===== config.mk =====
export PLATFORM = sky130hd
export DESIGN_NAME = pe_acc_drain
export DESIGN_NICKNAME = d
export VERILOG_FILES = /design/src/rtl/pe_acc_drain.sv
export SDC_FILE = /design/constraint.sdc
export NUM_CORES = 1
export LEC_CHECK = 0
export ABC_CLOCK_PERIOD_IN_PS = 5280
export BUFFER_PORTS_ARGS = -buffer_cell sky130_fd_sc_hd__buf_2
export CAP_MARGIN = 20
export CORE_MARGIN = 4
export CORE_UTILIZATION = 50
export CTS_CLUSTER_DIAMETER = 200
export DETAILED_ROUTE_END_ITERATION = 7
export PLACE_DENSITY = 0.74
export SYNTH_ARGS = -nofsm -noshare
export SYNTH_HDL_FRONTEND = slang
export SYNTH_SLANG_ARGS = --single-unit

===== constraint.sdc =====
create_clock -name clk -period 5.28 [get_ports clk]
set_clock_uncertainty 0.1 [all_clocks]
set_input_delay 1.056 -clock clk [delete_from_list [all_inputs] [get_ports clk]]
set_output_delay 1.056 -clock clk [all_outputs]
set_load 0.01 [all_outputs]

===== src/rtl/pe_acc_drain.sv =====
// rtl/pe_acc_drain.sv - systolic PE: operand forwarding, two-stage MAC with restart/saturation, drain shift chain
module pe_acc_drain #(
  parameter int DATA_W = 8,
  parameter int ACC_W  = 24,
  parameter int SIGNED = 0,
  parameter int SAT    = 1
) (
  input  logic              clk,
  input  logic              rstn,
  input  logic              fire,
  input  logic              first,
  input  logic [DATA_W-1:0] in_a,
  input  logic [DATA_W-1:0] in_w,
  output logic              out_f,
  output logic              out_first,
  output logic [DATA_W-1:0] out_a,
  output logic [DATA_W-1:0] out_w,
  input  logic              drain,
  input  logic [ACC_W-1:0]  drain_in,
  input  logic              drain_in_v,
  output logic [ACC_W-1:0]  drain_out,
  output logic              drain_out_v,
  output logic              sat_flag
);

  localparam int PW = 2 * DATA_W;
  localparam int XW = ACC_W + 1;

  generate
    if (ACC_W < 2 * DATA_W) begin : g_bad_acc_w
      $error("pe_acc_drain: ACC_W must be >= 2*DATA_W");
    end
  endgenerate

  logic [PW-1:0]    opa, opw, mul, prod;
  logic             prod_v, prod_first, drain_q;
  logic [ACC_W-1:0] acc, acc_nxt;
  logic             sat_nxt;
  logic [XW-1:0]    ext, acc_x, sum;

  // Operands widened to the product width so a plain multiply gives the
  // correct low 2*DATA_W bits for both signed and unsigned modes.
  always_comb begin
    if (SIGNED != 0) begin
      opa   = {{DATA_W{in_a[DATA_W-1]}}, in_a};
      opw   = {{DATA_W{in_w[DATA_W-1]}}, in_w};
      ext   = {{(XW-PW){prod[PW-1]}}, prod};
      acc_x = {acc[ACC_W-1], acc};
    end else begin
      opa   = {{DATA_W{1'b0}}, in_a};
      opw   = {{DATA_W{1'b0}}, in_w};
      ext   = {{(XW-PW){1'b0}}, prod};
      acc_x = {1'b0, acc};
    end
    mul = opa * opw;
    sum = acc_x + ext;
  end

  always_comb begin
    acc_nxt = acc;
    sat_nxt = sat_flag;
    if (prod_first) begin
      acc_nxt = ext[ACC_W-1:0];
      sat_nxt = 1'b0;
    end else begin
      acc_nxt = sum[ACC_W-1:0];
      if (SAT != 0) begin
        // Signed overflow shows as disagreement between the guard bit and the MSB.
        if (SIGNED != 0) begin
          if (sum[ACC_W] != sum[ACC_W-1]) begin
            acc_nxt = sum[ACC_W] ? {1'b1, {(ACC_W-1){1'b0}}} : {1'b0, {(ACC_W-1){1'b1}}};
            sat_nxt = 1'b1;
          end
        end else if (sum[ACC_W]) begin
          acc_nxt = '1;
          sat_nxt = 1'b1;
        end
      end
    end
  end

  always_ff @(posedge clk) begin
    if (!rstn) begin
      out_f       <= 1'b0;
      out_first   <= 1'b0;
      out_a       <= '0;
      out_w       <= '0;
      prod        <= '0;
      prod_v      <= 1'b0;
      prod_first  <= 1'b0;
      acc         <= '0;
      sat_flag    <= 1'b0;
      drain_q     <= 1'b0;
      drain_out   <= '0;
      drain_out_v <= 1'b0;
    end else begin
      out_f     <= fire;
      out_first <= fire & first;
      prod_v    <= fire;
      if (fire) begin
        out_a      <= in_a;
        out_w      <= in_w;
        prod       <= mul;
        prod_first <= first;
      end
      if (prod_v) begin
        acc      <= acc_nxt;
        sat_flag <= sat_nxt;
      end
      drain_q <= drain;
      // Capture samples acc before this edge's stage-2 update.
      if (drain && !drain_q) begin
        drain_out   <= acc;
        drain_out_v <= 1'b1;
      end else if (drain) begin
        drain_out   <= drain_in;
        drain_out_v <= drain_in_v;
      end else begin
        drain_out_v <= 1'b0;
      end
    end
  end

endmodule


==> results of run 1 <==
-- stage by stage --
stage | area [µm²] | util (%)
final | 7362 | 58.34
after global routing | 7362 | 58.34
after CTS | 7362 | 58.34
after detailed placement | 7024 | 55.66
after global placement | 7013 | 55.57
after floorplan | 6467 | -
-- cell usage in the layout, fill, tap and decap left out, types with 12 or more instances in the layout --
cell                      instances
sky130_fd_sc_hd__dfxtp_1         86
sky130_fd_sc_hd__o211a_1         27
sky130_fd_sc_hd__and2_1          48
sky130_fd_sc_hd__ha_1            52
sky130_fd_sc_hd__nor2b_1         26
sky130_fd_sc_hd__inv_1           52
sky130_fd_sc_hd__a21oi_1         24
sky130_fd_sc_hd__mux2i_1         51
sky130_fd_sc_hd__o21ai_0         21
sky130_fd_sc_hd__nand2_1        101
sky130_fd_sc_hd__fa_1            37
sky130_fd_sc_hd__xnor2_1         12
sky130_fd_sc_hd__buf_2           89
-- state kept, by name, summed over array words and instances, names as in the netlist, 8 cells and up --
| name | cells |
|---|---|
| prod | 16 |
| drain_out | 24 |
| out_a | 8 |
| out_w | 8 |
| acc | 24 |
-- worst max-delay path, delay by kind of cell --
kind / cells / cell delay (ns)
XOR/XNOR: 1 / 0.15
AO/OA/AOI/OAI: 2 / 0.27
adder cells (fa/ha/maj): 5 / 2.29
buffers and inverters: 3 / 0.25
AND/OR/NAND/NOR: 3 / 0.96
-- cells by family (layout without fill, tap and decap cells) --
group / count (synthesis) / after routing / share of synthesized area [%]
XOR/XNOR: 19 / 19 / 2.573
adder cells (fa/ha/maj): 89 / 89 / 21.51
AND/OR/NAND/NOR: 237 / 237 / 18.98
AO/OA/AOI/OAI: 145 / 145 / 16.99
buffers and inverters: 87 / 161 / 5.262
flip-flops: 86 / 86 / 26.62
multiplexers: 52 / 52 / 8.067
-- final cells by class --
type | instances | share of cell area [%]
sequential | 86 | 23.39
clock inverter | 4 | 1.292
inverter | 52 | 2.651
multi-input combinational | 542 | 59.84
tap | 172 | 2.923
timing repair buffer | 94 | 6.611
clock buffer | 11 | 3.297
-- metal layers --
metal / wire, µm / global-route usage (%)
met3: 862 / 2.693
met1: 6747 / 26.94
met2: 7139 / 35.99
met5: 0 / 0
met4: 255 / 6.583
-- how the worst max path moves through the flow --
| stage | startpoint | end | slack (ns) | cells after the start |
|---|---|---|---|---|
| 3_3_place_gp | in_a[3] | prod[12]$_SDFFE_PN0P_ | 0.13 | 14 |
| 5_1_grt | in_w[7] | prod[12]$_SDFFE_PN0P_ | 0.22 | 16 |
| 3_5_place_dp | in_w[7] | prod[12]$_SDFFE_PN0P_ | 0.07 | 14 |
| 2_1_floorplan | in_a[5] | prod[12]$_SDFFE_PN0P_ | 0.22 | 14 |
| 6_report | in_a[5] | prod[12]$_SDFFE_PN0P_ | 0.41 | 14 |
| 4_1_cts | in_a[1] | prod[12]$_SDFFE_PN0P_ | 0.42 | 14 |
-- power breakdown --
part | internal (mW) | total [mW] | switching [mW]
clock network | 0.472 | 0.717 | 0.245
registers | 0.715 | 0.770 | 0.0560
logic | 0.404 | 0.897 | 0.493
total | 1.59 | 2.38 | 0.794
==> results.toml, run 1 <==
[hold_path]
hold_start = "sat_flag$_SDFFE_PN0P_"
min_delay_path_depth = 2
timing.hold.worst.class = "flip-flop to flip-flop"
min_delay_worst_endpoint = "sat_flag$_SDFFE_PN0P_"

[worst_setup_path]
worst_setup_path_end_kind = "flip-flop"
slowest_delay_ns = 0.56
worst_ep_required_time_ns = 5.40
reg2reg_setup_slack_ns = 2.47
critical_path_at_ns = 4.99
worst_r2r_endpoint = "acc[10]$_SDFFE_PN0P_"
timing.critical_path.mode_cell = "sky130_fd_sc_hd__fa_1"
r2r_cells = 7
reg2reg_from = "prod[9]$_SDFFE_PN0P_"
cp_slowest_cell = "sky130_fd_sc_hd__fa_1"
crit_chain = "buf_2 -> and2_1 -> fa_1 -> fa_1 -> fa_1 -> inv_1 -> fa_1 -> inv_1 -> ha_1 -> or3_1 -> or2_2 -> a31oi_1 -> xor2_1 -> o21ai_0"
worstSetupPathType = "primary input to flip-flop"
crit_path_start_kind = "primary input"
crit_fanout = 9

[logic_synthesis]
synth_top_cell_area_share_pct = 26.62
post_synth_main_area_contributors = "sky130_fd_sc_hd__dfxtp_1, sky130_fd_sc_hd__fa_1, sky130_fd_sc_hd__ha_1, sky130_fd_sc_hd__mux2i_1, sky130_fd_sc_hd__nand2_1"
syn_nets = 850
synth_top_flop_cell = "sky130_fd_sc_hd__dfxtp_1"
synth_top_area_cell = "sky130_fd_sc_hd__dfxtp_1"
synthesis.yosys.warnings = 0
syn-cell-area_um2 = 6467
synth.top_cells.by_count = "sky130_fd_sc_hd__nand2_1, sky130_fd_sc_hd__dfxtp_1, sky130_fd_sc_hd__ha_1, sky130_fd_sc_hd__inv_1, sky130_fd_sc_hd__mux2i_1"
yosys.cell_types.count = 65
synth.most_common_cell = "sky130_fd_sc_hd__nand2_1"
post_synth_inst_count = 715
synth_edf_count = 0
synth.ff_latch_count = 86
synth-seq-area-share_pct = 26.62
postSynth.asyncResetShare_pct = 0
synth_area_per_cell_um2 = 9.045

[placement]
numPlacedInstances = 946
portBuffers = 89
post-place-ws_ns = 0.07253
place_hpwl_um = 11760
place.gp.congestion = 0.8690

[grt]
maximum_number_of_pins_on_one_net_before_global_route_repair = 50
grt_usage_pct = 20.77
grt_remaining_overflow = 0
antenna_violations_before_repair = 0
grt_first_pass_wirelength_um = 25010
number_of_global_route_vias_before_repair = 5316

[routing]
drtAntennaViolNets = 0
drc_errors = 0
detailedRoute.firstPassIterationCount = 5
vias_per_cell = 5.590
detail_route.wl_per_cell_um = 15.61
total_routed_wirelength_um = 15000
initial_drc_count = 291
vias = 5372

[timing]
setup-violations-final = 0
worst_slew_pin_slew_ns = 1.016
max_slew_margin_pct = 32.27
hold_ws_ns = 0.3593
timing.final.ws_setup_ns = 0.4090
totalNegativeSetupSlack_ns = 0
max_freq_ghz = 0.2053
finalCritPeriodShare_pct = 92.25
timing.final.hold_violations = 0
grt_setup_unrepaired = "false"
final_period_minus_worst_setup_slack_ns = 4.871
maxSlewViolCount = 0

[finish]
layout_cell_share_with_drive_strength_beyond_1_pct = 15.97
ant_cells = 0
final_net_count = 920
area_used_by_multi_input_combinational_logic_um2 = 4405
instances_no_fill = 961
syn2layout_area_growth_pct = 13.83
regArea_um2 = 1722
final.fill_count = 1141

[clock_tree]
clock_tree.htree_level_count = 3
cts_root_buffer = "sky130_fd_sc_hd__clkbuf_16"
cts_setup_buffers = 0
cts_tree = "built"
cts.clk_slew.worst_paths_ns = 0.06
cts.sinks = 86
ctsLongestPathBuffers = 2
tritoncts.num_buffers = 9
cts_repair_resize_count = 0
clock_insertion_delay_worst_skew_ns = 0.33
ctsHoldBuffers = 0

[floorplanning]
floorplan.rows = 41
die_x_extent_um = 121.7
die_area_um2 = 14820
design.core.area_um2 = 12620
num_io_pins = 90
initial_utilization_pct = 51.25
height_of_the_die_um = 121.7

[flow_run]
maxCapViolCount = 0

[power_and_ir_drop]
leakage_nw = 3.750
p_per_area_nw_per_um2 = 323.9
peakVddDrop_mv = 0.1648
design_power_total_mw = 2.385

[outcome]
status = "finished clean"
(Power assumes the default switching activity.)
==> inputs of run 2 (changes only) <==
==> config.mk (replaced) <==
export PLATFORM = sky130hd
export DESIGN_NAME = pe_acc_drain
export DESIGN_NICKNAME = d
export VERILOG_FILES = /design/src/rtl/pe_acc_drain.sv
export SDC_FILE = /design/constraint.sdc
export NUM_CORES = 1
export LEC_CHECK = 0
export ABC_CLOCK_PERIOD_IN_PS = 6030
export BUFFER_PORTS_ARGS = -buffer_cell sky130_fd_sc_hd__buf_2
export CAP_MARGIN = 20
export CORE_MARGIN = 4
export CORE_UTILIZATION = 55
export CTS_CLUSTER_DIAMETER = 200
export DETAILED_ROUTE_END_ITERATION = 7
export PLACE_DENSITY = 0.77
export SYNTH_ARGS = -nofsm -noshare
export SYNTH_HDL_FRONTEND = slang
export SYNTH_SLANG_ARGS = --single-unit
==> constraint.sdc (replaced) <==
create_clock -name clk -period 6.03 [get_ports clk]
set_clock_uncertainty 0.1 [all_clocks]
set_input_delay 1.206 -clock clk [delete_from_list [all_inputs] [get_ports clk]]
set_output_delay 1.206 -clock clk [all_outputs]
set_load 0.01 [all_outputs]
==> run 2 against run 1 <==
Against the previous run: first-iteration DRC count down 0.69%; sequential share of layout area is 0.18 points higher; largest cell class unchanged; final area down 0.75%; utilization increased by 5.4 points; via count is 1.7% lower; routed wire length is 1.1% lower; setup slack gained 0.58 ns; combinational power is 12% lower; register-to-register slack gained 0.59 ns; worst hold slack improved by 0.0048 ns; global-route usage increased by 1.8 points; die area fell by 8.5%.
==> results.toml, run 2 (synthesis results as in run 1) <==
[outcome]
status = "finished clean"

[worst_setup_path]
r2r_cells = 7
worst_r2r_endpoint = "acc[4]$_SDFFE_PN0P_"
worstSetupPathType = "primary input to flip-flop"
worst_setup_path_end_kind = "flip-flop"
crit_fanout = 9
reg2reg_setup_slack_ns = 3.06
critical_path_at_ns = 5.12
crit_path_start_kind = "primary input"
worst_ep_required_time_ns = 6.11
reg2reg_from = "prod[11]$_SDFFE_PN0P_"

[hold_path]
timing.hold.worst.class = "flip-flop to flip-flop"
min_delay_worst_endpoint = "acc[7]$_SDFFE_PN0P_"
hold_start = "acc[7]$_SDFFE_PN0P_"
min_delay_path_depth = 2

[finish]
finalInstanceArea_um2 = 7307
layout_cell_share_with_drive_strength_beyond_1_pct = 15.86
final_net_count = 918
ant_cells = 0
final_cell_mix = "sky130_fd_sc_hd__nand2_1, sky130_fd_sc_hd__buf_2, sky130_fd_sc_hd__dfxtp_1, sky130_fd_sc_hd__inv_1, sky130_fd_sc_hd__ha_1"
syn2layout_area_growth_pct = 12.98
reg.largest.list = "acc x24, drain_out x24, prod x16"
layout.cells.most_common = "sky130_fd_sc_hd__nand2_1"

[power_and_ir_drop]
peakVddDrop_mv = 0.1660
p_per_area_nw_per_um2 = 283.2
leakage_nw = 3.738
design_power_total_mw = 2.069

[placement]
post_dp_cell_area_um2 = 6954
place.gp.congestion = 0.9340
place_hpwl_um = 11280
portBuffers = 89

[timing]
timing.final.hold_violations = 0
finalCritPeriodShare_pct = 83.54
max_freq_ghz = 0.1985
grt_setup_unrepaired = "false"
maxSlewViolCount = 0
worst_slew_pin_slew_ns = 1.008
final_period_minus_worst_setup_slack_ns = 5.037
setup-violations-final = 0
max_slew_margin_pct = 32.78
totalNegativeSetupSlack_ns = 0

[clock_tree]
ctsLongestPathBuffers = 2
cts.clk_slew.worst_paths_ns = 0.06
cts.sinks = 86
cts_repair_resize_count = 0
clock_tree.htree_level_count = 3
ctsHoldBuffers = 0
cts_setup_buffers = 0
cts_tree = "built"
clock_insertion_delay_worst_skew_ns = 0.34
tritoncts.num_buffers = 9
cts_root_buffer = "sky130_fd_sc_hd__clkbuf_16"

[grt]
grt_usage_pct = 22.52
maximum_number_of_pins_on_one_net_before_global_route_repair = 68
grt_first_pass_wirelength_um = 24610
antenna_violations_before_repair = 0
grt_remaining_overflow = 0
number_of_global_route_vias_before_repair = 5210

[floorplanning]
design.core.area_um2 = 11470
die_area_um2 = 13560
height_of_the_die_um = 116.4
initial_utilization_pct = 56.40
num_io_pins = 90
floorplan.rows = 39
die_x_extent_um = 116.4

[routing]
total_routed_wirelength_um = 14840
drtAntennaViolNets = 0
drc_errors = 0
detail_route.wl_per_cell_um = 15.94
initial_drc_count = 289
vias_per_cell = 5.671
vias = 5280
detailedRoute.firstPassIterationCount = 5

[flow_run]
maxCapViolCount = 0
[run 2: per-stage QoR]
stage	instances	setup slack (ns)	hold slack (ns)	util, %
3_3_place_gp	913	0.7153	0.3488	60.64
6_report	931	0.9926	0.3641	63.72
4_1_cts	929	1.008	0.3682	63.48
5_1_grt	931	0.8270	0.3851	63.72
2_1_floorplan	715	0.8187	0.3342	-
3_5_place_dp	913	0.6492	0.3595	60.64
[run 2: layer usage]
layer,routed length [µm],global-route usage (%)
met1,6690,29.89
met2,6798,37.03
met3,1052,3.109
met4,295,9.203
met5,0,0
[run 2: critical path, cell delays in order]
cell and delay, ns:
sky130_fd_sc_hd__buf_2 0.14, sky130_fd_sc_hd__and2_1 0.19, sky130_fd_sc_hd__fa_1 0.51, sky130_fd_sc_hd__fa_1 0.52, sky130_fd_sc_hd__fa_1 0.54, sky130_fd_sc_hd__inv_1 0.05
sky130_fd_sc_hd__fa_1 0.52, sky130_fd_sc_hd__inv_1 0.04, sky130_fd_sc_hd__ha_1 0.23, sky130_fd_sc_hd__or3_1 0.45, sky130_fd_sc_hd__o21ai_0 0.33, sky130_fd_sc_hd__a21oi_1 0.13
sky130_fd_sc_hd__xnor2_1 0.18, sky130_fd_sc_hd__a21oi_1 0.08
[run 2: worst max-delay path by stage]
stage | start | to | slack, ns | cells after the start
after floorplan | in_a[5] | prod[12]$_SDFFE_PN0P_ | 0.82 | 14
after global placement | in_a[2] | prod[12]$_SDFFE_PN0P_ | 0.72 | 14
after detailed placement | in_a[2] | prod[12]$_SDFFE_PN0P_ | 0.65 | 14
after CTS | in_a[2] | prod[12]$_SDFFE_PN0P_ | 1.01 | 14
after global routing | in_a[0] | prod[12]$_SDFFE_PN0P_ | 0.83 | 16
final | in_a[2] | prod[15]$_SDFFE_PN0P_ | 0.99 | 14
[run 2: cell type report]
type                            instances  area [µm²]
Multi-Input combinational cell        542        4405
Fill cell                             981        4160
Sequential cell                        86        1722
Timing Repair Buffer                   92       480.5
Clock buffer                           11       242.7
Inverter                               52       195.2
Tap cell                              143       178.9
Clock inverter                          5       82.58
[run 2: power by group]
part,total (mW),switching (mW),internal [mW]
registers,0.674,0.0487,0.626
clock network,0.603,0.228,0.375
logic,0.792,0.438,0.355
==> inputs of run 3 (changes only) <==
--- a/config.mk
+++ b/config.mk
@@ -5,14 +5,15 @@
 export SDC_FILE = /design/constraint.sdc
 export NUM_CORES = 1
 export LEC_CHECK = 0
-export ABC_CLOCK_PERIOD_IN_PS = 6030
+export ABC_AREA = 1
+export ABC_CLOCK_PERIOD_IN_PS = 5100
 export BUFFER_PORTS_ARGS = -buffer_cell sky130_fd_sc_hd__buf_2
 export CAP_MARGIN = 20
 export CORE_MARGIN = 4
 export CORE_UTILIZATION = 55
 export CTS_CLUSTER_DIAMETER = 200
 export DETAILED_ROUTE_END_ITERATION = 7
-export PLACE_DENSITY = 0.77
+export PLACE_DENSITY = 0.76
 export SYNTH_ARGS = -nofsm -noshare
 export SYNTH_HDL_FRONTEND = slang
 export SYNTH_SLANG_ARGS = --single-unit
==> constraint.sdc (replaced) <==
create_clock -name clk -period 5.1 [get_ports clk]
set_clock_uncertainty 0.1 [all_clocks]
set_input_delay 1.02 -clock clk [delete_from_list [all_inputs] [get_ports clk]]
set_output_delay 1.02 -clock clk [all_outputs]
set_load 0.01 [all_outputs]
==> run 3 against run 2 <==
Against the previous run: combinational power is 21% higher; first-iteration DRC count is 46% higher; count of clock-buffer cells in the layout stayed put; routed wire length is 17% higher; global-route usage is 2.0 points higher; sequential power is 18% higher; clock power is 5.5% higher; register-to-register slack worse by 0.62 ns; non-clock buffer count is 7 higher; die area is 8.3% higher.
==> results.toml, run 3 <==
[outcome]
status = "finished clean"

[floorplanning]
die_area_um2 = 14680
num_io_pins = 90
initial_utilization_pct = 56.05
design.core.area_um2 = 12570
floorplan.rows = 41
die_x_extent_um = 121.2
height_of_the_die_um = 121.2

[worst_setup_path]
crit_fanout = 9
critical_path_at_ns = 4.90
critPathBufInv = 5
cp_slowest_cell = "sky130_fd_sc_hd__fa_1"
cpLargestDelayFamily = "adder cells"
crit_path_start_kind = "primary input"
crit_chain = "buf_2 -> nand2_1 -> inv_1 -> fa_1 -> fa_1 -> fa_1 -> inv_1 -> fa_1 -> inv_1 -> ha_1 -> inv_1 -> o21bai_1 -> a21oi_1 -> o21ai_0 -> nand3_1 -> nand2_1 -> nand2_1 -> nand3_1 -> nand2_1"
worst_setup_path_end_kind = "flip-flop"
worst_ep_required_time_ns = 5.24
worstSetupPathType = "primary input to flip-flop"
slowest_delay_ns = 0.54

[logic_synthesis]
synthesis.yosys.warnings = 0
post_synth_main_area_contributors = "sky130_fd_sc_hd__dfxtp_1, sky130_fd_sc_hd__nand2_1, sky130_fd_sc_hd__inv_1, sky130_fd_sc_hd__fa_1, sky130_fd_sc_hd__ha_1"
synth_top_area_cell = "sky130_fd_sc_hd__dfxtp_1"
synth.top_cells.by_count = "sky130_fd_sc_hd__nand2_1, sky130_fd_sc_hd__inv_1, sky130_fd_sc_hd__dfxtp_1, sky130_fd_sc_hd__ha_1, sky130_fd_sc_hd__o211ai_1"
synth.ff_latch_count = 86
synth_area_per_cell_um2 = 6.747
post_synth_inst_count = 1044
syn_nets = 1179
postSynth.asyncResetShare_pct = 0
synth.most_common_cell = "sky130_fd_sc_hd__nand2_1"
synth_edf_count = 0
syn-cell-area_um2 = 7044
synth-seq-area-share_pct = 24.44
yosys.cell_types.count = 36
synth_top_flop_cell = "sky130_fd_sc_hd__dfxtp_1"
synth_top_cell_area_share_pct = 24.44

[power_and_ir_drop]
p_per_area_nw_per_um2 = 303.4
peakVddDrop_mv = 0.2268
leakage_nw = 4.395

[timing]
max_slew_margin_pct = 46.18
totalNegativeSetupSlack_ns = 0
maxSlewViolCount = 0
setup-violations-final = 0
final_period_minus_worst_setup_slack_ns = 4.755
grt_setup_unrepaired = "false"
worst_slew_pin_slew_ns = 0.8065
hold_ws_ns = 0.3710
timing.final.hold_violations = 0
max_freq_ghz = 0.2103
finalCritPeriodShare_pct = 93.24

[clock_tree]
cts_setup_buffers = 0
ctsLongestPathBuffers = 2
cts.sinks = 86
tritoncts.num_buffers = 9
cts.clk_slew.worst_paths_ns = 0.07
cts_root_buffer = "sky130_fd_sc_hd__clkbuf_16"
cts_repair_resize_count = 0
clock_insertion_delay_worst_skew_ns = 0.35
cts_tree = "built"
ctsHoldBuffers = 0
clock_tree.htree_level_count = 3

[routing]
total_routed_wirelength_um = 17290
detailedRoute.firstPassIterationCount = 5
drtAntennaViolNets = 0
vias = 6527
vias_per_cell = 5.071
initial_drc_count = 423
drc_errors = 0
detail_route.wl_per_cell_um = 13.44

[grt]
grt_usage_pct = 24.53
antenna_violations_before_repair = 0
maximum_number_of_pins_on_one_net_before_global_route_repair = 50
grt_remaining_overflow = 0
number_of_global_route_vias_before_repair = 6266
grt_first_pass_wirelength_um = 29180

[finish]
ant_cells = 0
finalInstanceArea_um2 = 7881
reg.largest.list = "acc x24, drain_out x24, prod x16"
final_cell_mix = "sky130_fd_sc_hd__nand2_1, sky130_fd_sc_hd__inv_1, sky130_fd_sc_hd__buf_2, sky130_fd_sc_hd__dfxtp_1, sky130_fd_sc_hd__ha_1"
syn2layout_area_growth_pct = 11.88
layout.cells.most_common = "sky130_fd_sc_hd__nand2_1"
layout_cell_share_with_drive_strength_beyond_1_pct = 13.09
final_net_count = 1245

[placement]
post_dp_cell_area_um2 = 7596
place_hpwl_um = 13500
portBuffers = 89
place.gp.congestion = 1.008

[hold_path]
timing.hold.worst.class = "flip-flop to flip-flop"

[flow_run]
maxCapViolCount = 0
## run 3: cells by family after synthesis
| kind of cell | count (synthesis) | share of synthesized area [%] |
|---|---|---|
| compound gates | 148 | 13.84 |
| xor+xnor | 12 | 1.492 |
| fa+ha+maj | 89 | 19.75 |
| buf+inv | 272 | 14.76 |
| flops | 86 | 24.44 |
| simple gates | 437 | 25.72 |
## run 3: layout make-up
| type | count | area, µm² |
|---|---|---|
| Inverter | 228 | 855.8 |
| Clock inverter | 5 | 42.54 |
| Tap cell | 172 | 215.2 |
| Sequential cell | 86 | 1722 |
| Clock buffer | 11 | 242.7 |
| Timing Repair Buffer | 99 | 520.5 |
| Fill cell | 1147 | 4687 |
| Multi-Input combinational cell | 686 | 4283 |
## run 3: worst paths after layout
check                           slack, ns                    end  depth (start not counted)             startpoint
worst max-delay path                 0.34  prod[13]$_SDFFE_PN0P_                         19                in_a[2]
worst min-delay path                 0.37  out_w[6]$_SDFFE_PN0P_                          1  out_w[6]$_SDFFE_PN0P_
worst max register to register       2.44   acc[15]$_SDFFE_PN0P_                         12    acc[0]$_SDFFE_PN0P_
worst min register to register       0.37  out_w[6]$_SDFFE_PN0P_                          1  out_w[6]$_SDFFE_PN0P_
## run 3: per-stage QoR
step	instances	setup WS [ns]	power, mW	util, %
floorplan	1044	0.1932	1.549	-
global placement	1271	0.06713	1.744	60.44
detailed placement	1271	-0.02005	1.759	60.44
CTS	1287	0.3573	2.406	62.71
global route	1287	0.03596	2.594	62.71
finish	1287	0.3447	2.391	62.71
## run 3: where the power goes
part           switching, mW  internal [mW]  leakage (nW)  total (mW)
logic                  0.579          0.378          3.56       0.958
registers             0.0574          0.741         0.706       0.798
clock network          0.288          0.348         0.130       0.636
total                  0.924           1.47          4.40        2.39
## run 3: per-layer routing
metal	GRT usage (%)	share of wire, %	vias up
li1	-	-	3365
met4	7.773	2.3	0
met1	33.11	47	2949
met3	4.196	6.0	29
met5	0	0	-
met2	40.26	45	184
